<file path="config.mk">
export PLATFORM = sky130hd
export DESIGN_NAME = sync_fifo_flat
export DESIGN_NICKNAME = d
export VERILOG_FILES = /design/src/rtl/sync_fifo_if.sv /design/src/rtl/sync_fifo.sv /design/src/flat_wrapper.sv
export SDC_FILE = /design/constraint.sdc
export NUM_CORES = 1
export LEC_CHECK = 0
export CAP_MARGIN = 40
export CORE_ASPECT_RATIO = 1.2
export CORE_MARGIN = 2
export CORE_UTILIZATION = 50
export DETAILED_ROUTE_END_ITERATION = 16
export PLACE_DENSITY = 0.74
export SLEW_MARGIN = 40
export SYNTH_ARGS = -nofsm -noshare
export SYNTH_HDL_FRONTEND = slang
export SYNTH_SLANG_ARGS = --single-unit
</file>
<file path="constraint.sdc">
create_clock -name clk -period 4.05 [get_ports clk]
set_clock_uncertainty 0.05 [all_clocks]
set_input_delay 0.405 -clock clk [delete_from_list [all_inputs] [get_ports clk]]
set_output_delay 0.405 -clock clk [all_outputs]
set_load 0.005 [all_outputs]
</file>
<file path="src/rtl/sync_fifo_if.sv">
`default_nettype none
// ============================================================================
//  Module   : sync_fifo_if
//  Purpose  : Producer/consumer bundle for sync_fifo. The master side drives
//             push/in/pop; the slave side (the FIFO) returns data and status.
//  Revision : 1.0 - initial release
// ============================================================================
interface sync_fifo_if #(
  parameter int WIDTH = 32,
  parameter int DEPTH = 4
);
  localparam int CNT_W = $clog2(DEPTH + 1);

  logic             push;
  logic [WIDTH-1:0] in;
  logic             full;
  logic             pop;
  logic [WIDTH-1:0] out;
  logic             empty;
  logic [CNT_W-1:0] count;
  logic             overflow;
  logic             underflow;

  // Producer/consumer side
  modport master (
    output push, in, pop,
    input  full, out, empty, count, overflow, underflow
  );

  // FIFO side
  modport slave (
    input  push, in, pop,
    output full, out, empty, count, overflow, underflow
  );
endinterface
`default_nettype wire

</file>
<file path="src/rtl/sync_fifo.sv">
`default_nettype none
// ============================================================================
//  Module   : sync_fifo
//  Purpose  : Single-clock show-ahead FIFO with registered status, occupancy
//             counter and sticky overflow/underflow flags. DEPTH need not be a
//             power of two; pointers wrap by explicit compare.
//  Revision : 1.0 - initial release
// ============================================================================
module sync_fifo #(
  parameter int WIDTH = 32,
  parameter int DEPTH = 4,
  parameter bit SAFE  = 1'b1
) (
  input  wire logic    clk,
  input  wire logic    reset,
  sync_fifo_if.slave   bus
);
  localparam int PTR_W = $clog2(DEPTH);
  localparam int CNT_W = $clog2(DEPTH + 1);

  logic [WIDTH-1:0] mem [DEPTH];

  logic [PTR_W-1:0] wr_ptr_q, wr_ptr_d;
  logic [PTR_W-1:0] rd_ptr_q, rd_ptr_d;
  logic [CNT_W-1:0] count_q, count_d;
  logic             empty_q;
  logic             full_q;
  logic             overflow_q;
  logic             underflow_q;

  logic push_ok;
  logic pop_ok;

  // Accept decisions use pre-edge state; a pop frees a slot for a push when full,
  // but an empty FIFO never bypasses a same-cycle push to the reader.
  assign pop_ok  = bus.pop & ~empty_q;
  assign push_ok = bus.push & (~full_q | pop_ok);

  // Next-state pointers (wrap at DEPTH-1) and occupancy
  always_comb begin
    wr_ptr_d = (wr_ptr_q == PTR_W'(DEPTH - 1)) ? '0 : wr_ptr_q + PTR_W'(1);
    rd_ptr_d = (rd_ptr_q == PTR_W'(DEPTH - 1)) ? '0 : rd_ptr_q + PTR_W'(1);
    count_d  = count_q;
    if (push_ok && !pop_ok) begin
      count_d = count_q + CNT_W'(1);
    end else if (pop_ok && !push_ok) begin
      count_d = count_q - CNT_W'(1);
    end
  end

  // Storage write; contents are deliberately not cleared by reset
  always_ff @(posedge clk) begin
    if (!reset && push_ok) begin
      mem[wr_ptr_q] <= bus.in;
    end
  end

  // Pointer, occupancy, status and sticky error registers
  always_ff @(posedge clk) begin
    if (reset) begin
      wr_ptr_q    <= '0;
      rd_ptr_q    <= '0;
      count_q     <= '0;
      empty_q     <= 1'b1;
      full_q      <= 1'b0;
      overflow_q  <= 1'b0;
      underflow_q <= 1'b0;
    end else begin
      if (push_ok) wr_ptr_q <= wr_ptr_d;
      if (pop_ok)  rd_ptr_q <= rd_ptr_d;
      count_q <= count_d;
      empty_q <= (count_d == '0);
      full_q  <= (count_d == CNT_W'(DEPTH));
      if (bus.push && !push_ok) overflow_q  <= 1'b1;
      if (bus.pop  && !pop_ok)  underflow_q <= 1'b1;
    end
  end

  // Head-of-queue output; SAFE selects what an empty FIFO presents
  generate
    if (SAFE) begin : g_safe_out
      assign bus.out = empty_q ? '0 : mem[rd_ptr_q];
    end else begin : g_raw_out
      assign bus.out = empty_q ? 'x : mem[rd_ptr_q];
    end
  endgenerate

  assign bus.full      = full_q;
  assign bus.empty     = empty_q;
  assign bus.count     = count_q;
  assign bus.overflow  = overflow_q;
  assign bus.underflow = underflow_q;

  // Structural invariants
  a_not_full_and_empty : assert property (@(posedge clk) disable iff (reset)
    !(full_q && empty_q));

  a_count_matches_ptrs : assert property (@(posedge clk) disable iff (reset)
    full_q || (((int'(wr_ptr_q) - int'(rd_ptr_q) + DEPTH) % DEPTH) == int'(count_q)));

endmodule
`default_nettype wire
</file>
<file path="src/flat_wrapper.sv">
// flat-port wrapper written by rule: the top's interface ports become plain ports
module sync_fifo_flat 
#(
  parameter int WIDTH = 32,
  parameter int DEPTH = 4,
  parameter bit SAFE  = 1'b1
)
  (clk, reset, bus_push, bus_in, bus_pop, bus_full, bus_out, bus_empty, bus_count, bus_overflow, bus_underflow);
  sync_fifo_if #(.WIDTH(WIDTH), .DEPTH(DEPTH)) bus_i ();
  input  wire logic clk;
  input  wire logic reset;
  input wire logic [$bits(bus_i.push)-1:0] bus_push;
  input wire logic [$bits(bus_i.in)-1:0] bus_in;
  input wire logic [$bits(bus_i.pop)-1:0] bus_pop;
  output wire logic [$bits(bus_i.full)-1:0] bus_full;
  output wire logic [$bits(bus_i.out)-1:0] bus_out;
  output wire logic [$bits(bus_i.empty)-1:0] bus_empty;
  output wire logic [$bits(bus_i.count)-1:0] bus_count;
  output wire logic [$bits(bus_i.overflow)-1:0] bus_overflow;
  output wire logic [$bits(bus_i.underflow)-1:0] bus_underflow;
  assign bus_i.push = bus_push;
  assign bus_i.in = bus_in;
  assign bus_i.pop = bus_pop;
  assign bus_full = bus_i.full;
  assign bus_out = bus_i.out;
  assign bus_empty = bus_i.empty;
  assign bus_count = bus_i.count;
  assign bus_overflow = bus_i.overflow;
  assign bus_underflow = bus_i.underflow;
  sync_fifo #(.WIDTH(WIDTH), .DEPTH(DEPTH), .SAFE(SAFE)) u_core (.clk(clk), .reset(reset), .bus(bus_i));
endmodule
</file>
==> reports/results.tsv <==
stage	metric	value	unit
run_status	status	finished, final reports clean	
clocking	TritonCTS clock tree	done	
global_routing	grt ovf	0	
critical_path	crit end category	output port	
detailed_routing	final wirelength	9220	um
worst_hold_path	Worst Hold End	u_core.bus.overflow	
timing	f_max	344	MHz
synth	Yosys top cell area share	70.3	%
global_routing	largest net degree at the start of global routing	36	
placed_design	# port buffers	74	
timing	Period Utilization, post-route	71.7	%
detailed_routing	antenna-violating nets left	0	
detailed_routing	Initial DRT Pass Iterations	4	
pwr	power per cell area	516	nW/um^2
synth	Post-Syn Area	5470	um^2
timing	RSZ-0062 raised after global routing	no	
clocking	CTS resizes	0	
timing	Max Slew Vio Count	0	
pwr	sequential power share	47.4	%
timing	max_slew headroom	65.9	%
synth	Syn. warnings	0	
pwr	clock power share	39.2	%
placed_design	HPWL Detailed	5330	um
critical_path	R2R Setup Slk	2240	ps
critical_path	Arrival @ worst endpoint	2450	ps
critical_path	worst reg2reg startpoint	u_core.bus.empty	
clocking	clk_lat worst skew	410	ps
global_routing	met1 usage	20.8	%
critical_path	Setup CP Type	reg -> out	
job	total of max-cap violations	0	
global_routing	first-pass GRT wire length	14700	um
clocking	CTS Buf Count	17	
critical_path	critical path fanouts, max	13	
detailed_routing	Via-to-Cell Ratio	5.38	
synth	Seq/Total Area, Yosys	75.1	%
critical_path	path depth of the worst reg2reg path	3	
pwr	worst vdd rail ir drop	0.310	mV
synth	Syn Area/Cell	20.5	um^2
global_routing	initial antenna violation count	0	
synth	synthesized flop and latch total	141	
timing	setup violators final	0	
pwr	P_sw	753	uW
worst_hold_path	Worst Min Path Start	u_core.bus.overflow	
timing	Final min period	2900	ps
worst_hold_path	hold depth	2	
worst_hold_path	HP Class	reg -> reg	
synth	Area contributors post-synth	edfxtp_1, mux4_2, dfxtp_1	
detailed_routing	routed wire length per instance	18.7	um
global_routing	Most Crowded Layer GR	met2	
pwr	combinational fraction of design power	13.4	%
final_layout	Nets	394	
final_layout	Post-Route Utilization	65.2	%
synth	Yosys cell types	28	
floorplanning	core area	10600	um^2
detailed_routing	routed via count	2652	
clocking	root buf cell	clkbuf_16	
synth	post-synth top area cell	edfxtp_1	
critical_path	CP required	3600	ps
clocking	clock buffer depth	2	
floorplanning	Std-Cell Rows	41	
synth	Cells after Synth	267	
pwr	sw frac	21.2	%
floorplanning	Starting Density	51.7	%
placed_design	Placer Congestion	0.726	
clocking	CTS sink cnt	141	
critical_path	Critical Path Source Type	flop	
floorplanning	die area	11800	um^2
floorplanning	IO Pins	75	
final_layout	antenna cells	0	
clocking	post-CTS setup buffer count	0	
pwr	leakage power	0.00227	uW
global_routing	met2 Use GR	27.6	%
final_layout	share of cells above drive strength 1	19.5	%
pwr	Design Power	3550	uW
pwr	Power Internal	2800	uW
timing	setup tns final	0	ps
floorplanning	die width	99.4	um
clocking	Post-CTS Hold Fix Bufs	0	
synth	syn_nets	310	
clocking	H-tree levels	4	
detailed_routing	drt drc	0	
critical_path	r2r endpoint	u_core.mem[2][22]	
clocking	Reg clk slew, reported paths	50	ps
timing	actual slew at the worst max-slew pin	511	ps
global_routing	Total GRT Usage	17.0	%
global_routing	vias in the first global route	2847	
detailed_routing	DRT iter0 DRCs	131	
timing	Fin. Hold Viols	0	
global_routing	met3 Resource Use GR	4.97	%
final_layout	Syn-to-layout area delta	26.0	%
floorplanning	Die Height	119	um
-- worst max-delay path: stages, from the launching register on --
cell             delay, ps
dfxtp_2                500
buf_4                  340
mux4_2                 570
and2b_1                180
clkdlybuf4s50_1        440
-- how the worst max path moves through the flow --
stage               slack, ps  cells after the start                end
finish                   1150                      4         bus_out[0]
CTS                      1060                      4         bus_out[0]
global route              960                      4         bus_out[0]
global placement         1450                      4  u_core.mem[3][16]
floorplan                1870                      4   u_core.mem[0][0]
detailed placement       1410                      4  u_core.mem[2][19]
-- synthesized netlist by cell type --
cell      count
nand2b_1      3
xor2_1        1
nor2_1        8
and2b_1       3
and2_1        2
mux4_2       32
a21oi_1       4
inv_1         6
mux2i_1       5
a41o_1        1
nor3_1        1
a31oi_1       1
o31ai_1       1
buf_2         3
nor4_2        1
nor4bb_1      1
nor2b_1      29
edfxtp_1    128
and3_1        4
ha_1          7
clkbuf_1      1
buf_4         3
xnor2_1       2
dfxtp_1      13
nand2b_4      1
a21boi_2      1
buf_1         4
buf_6         1
-- power by group through the flow --
stage | sequential, uW | combinational [uW] | clock (uW)
final | 1680 | 476 | 1390
after CTS | 1690 | 485 | 1410
after floorplan | 1700 | 257 | 0
after global placement | 1710 | 474 | 0
after detailed placement | 1710 | 481 | 0
after global routing | 1690 | 519 | 1470
-- area by class of cell --
cell class | instances | area [um^2]
timing repair buffer | 77 | 763
sequential | 141 | 4110
clock inverter | 9 | 71.3
clock buffer | 23 | 468
inverter | 6 | 22.5
multi-input combinational | 108 | 1290
tap | 129 | 161
fill | 698 | 3680
-- sequential cells by signal, summed over array words and instances (netlist names), named ones only --
signal and count:
u_core.mem 128, u_core.bus.count 3, u_core.rd_ptr_q 2, u_core.wr_ptr_q 2, u_core.bus.empty 1, u_core.bus.full 1
u_core.bus.overflow 1, u_core.bus.underflow 1
-- per-stage QoR --
step                hold WS (ps)  std cells  worst slack [ps]  area (um^2)
finish                       431        493              1150         6890
global route                 489        493               964         6890
CTS                          436        493              1060         6870
detailed placement           427        461              1410         6330
global placement             419        461              1450         6330
floorplan                    410        267              1870         5470
-- cells by family after synthesis --
logic type      count (synthesis)  share of synthesized area [%]
simple gates                   53                           6.07
flops                         141                           75.1
mux                            37                           14.1
fa+ha+maj                       7                           1.60
compound gates                  8                           1.01
buf+inv                        18                           1.65
xor+xnor                        3                          0.481
-- cell usage in the layout, fill, tap and decap left out, drive strengths merged --
| cell | n |
|---|---|
| and3 | 4 |
| ha | 7 |
| a41o | 1 |
| clkbuf | 23 |
| a31oi | 1 |
| a21oi | 4 |
| and2 | 2 |
| clkdlybuf4s50 | 74 |
| nor2b | 29 |
| nor2 | 8 |
| edfxtp | 128 |
| mux4 | 32 |
| nor4 | 1 |
| clkinv | 7 |
| xor2 | 1 |
| a21boi | 1 |
| nor4bb | 1 |
| clkinvlp | 1 |
| xnor2 | 2 |
| mux2i | 5 |
| bufinv | 1 |
| inv | 6 |
| nand2b | 4 |
| and2b | 3 |
| o31ai | 1 |
| buf | 3 |
| dfxtp | 13 |
| nor3 | 1 |
-- metal layers --
metal	vias to the layer above	wire length (um)
met5	-	0
met4	0	184
met3	19	427
met2	75	4760
met1	1337	3850
li1	1221	-
Note: power is estimated with default switching activity, not from simulation.
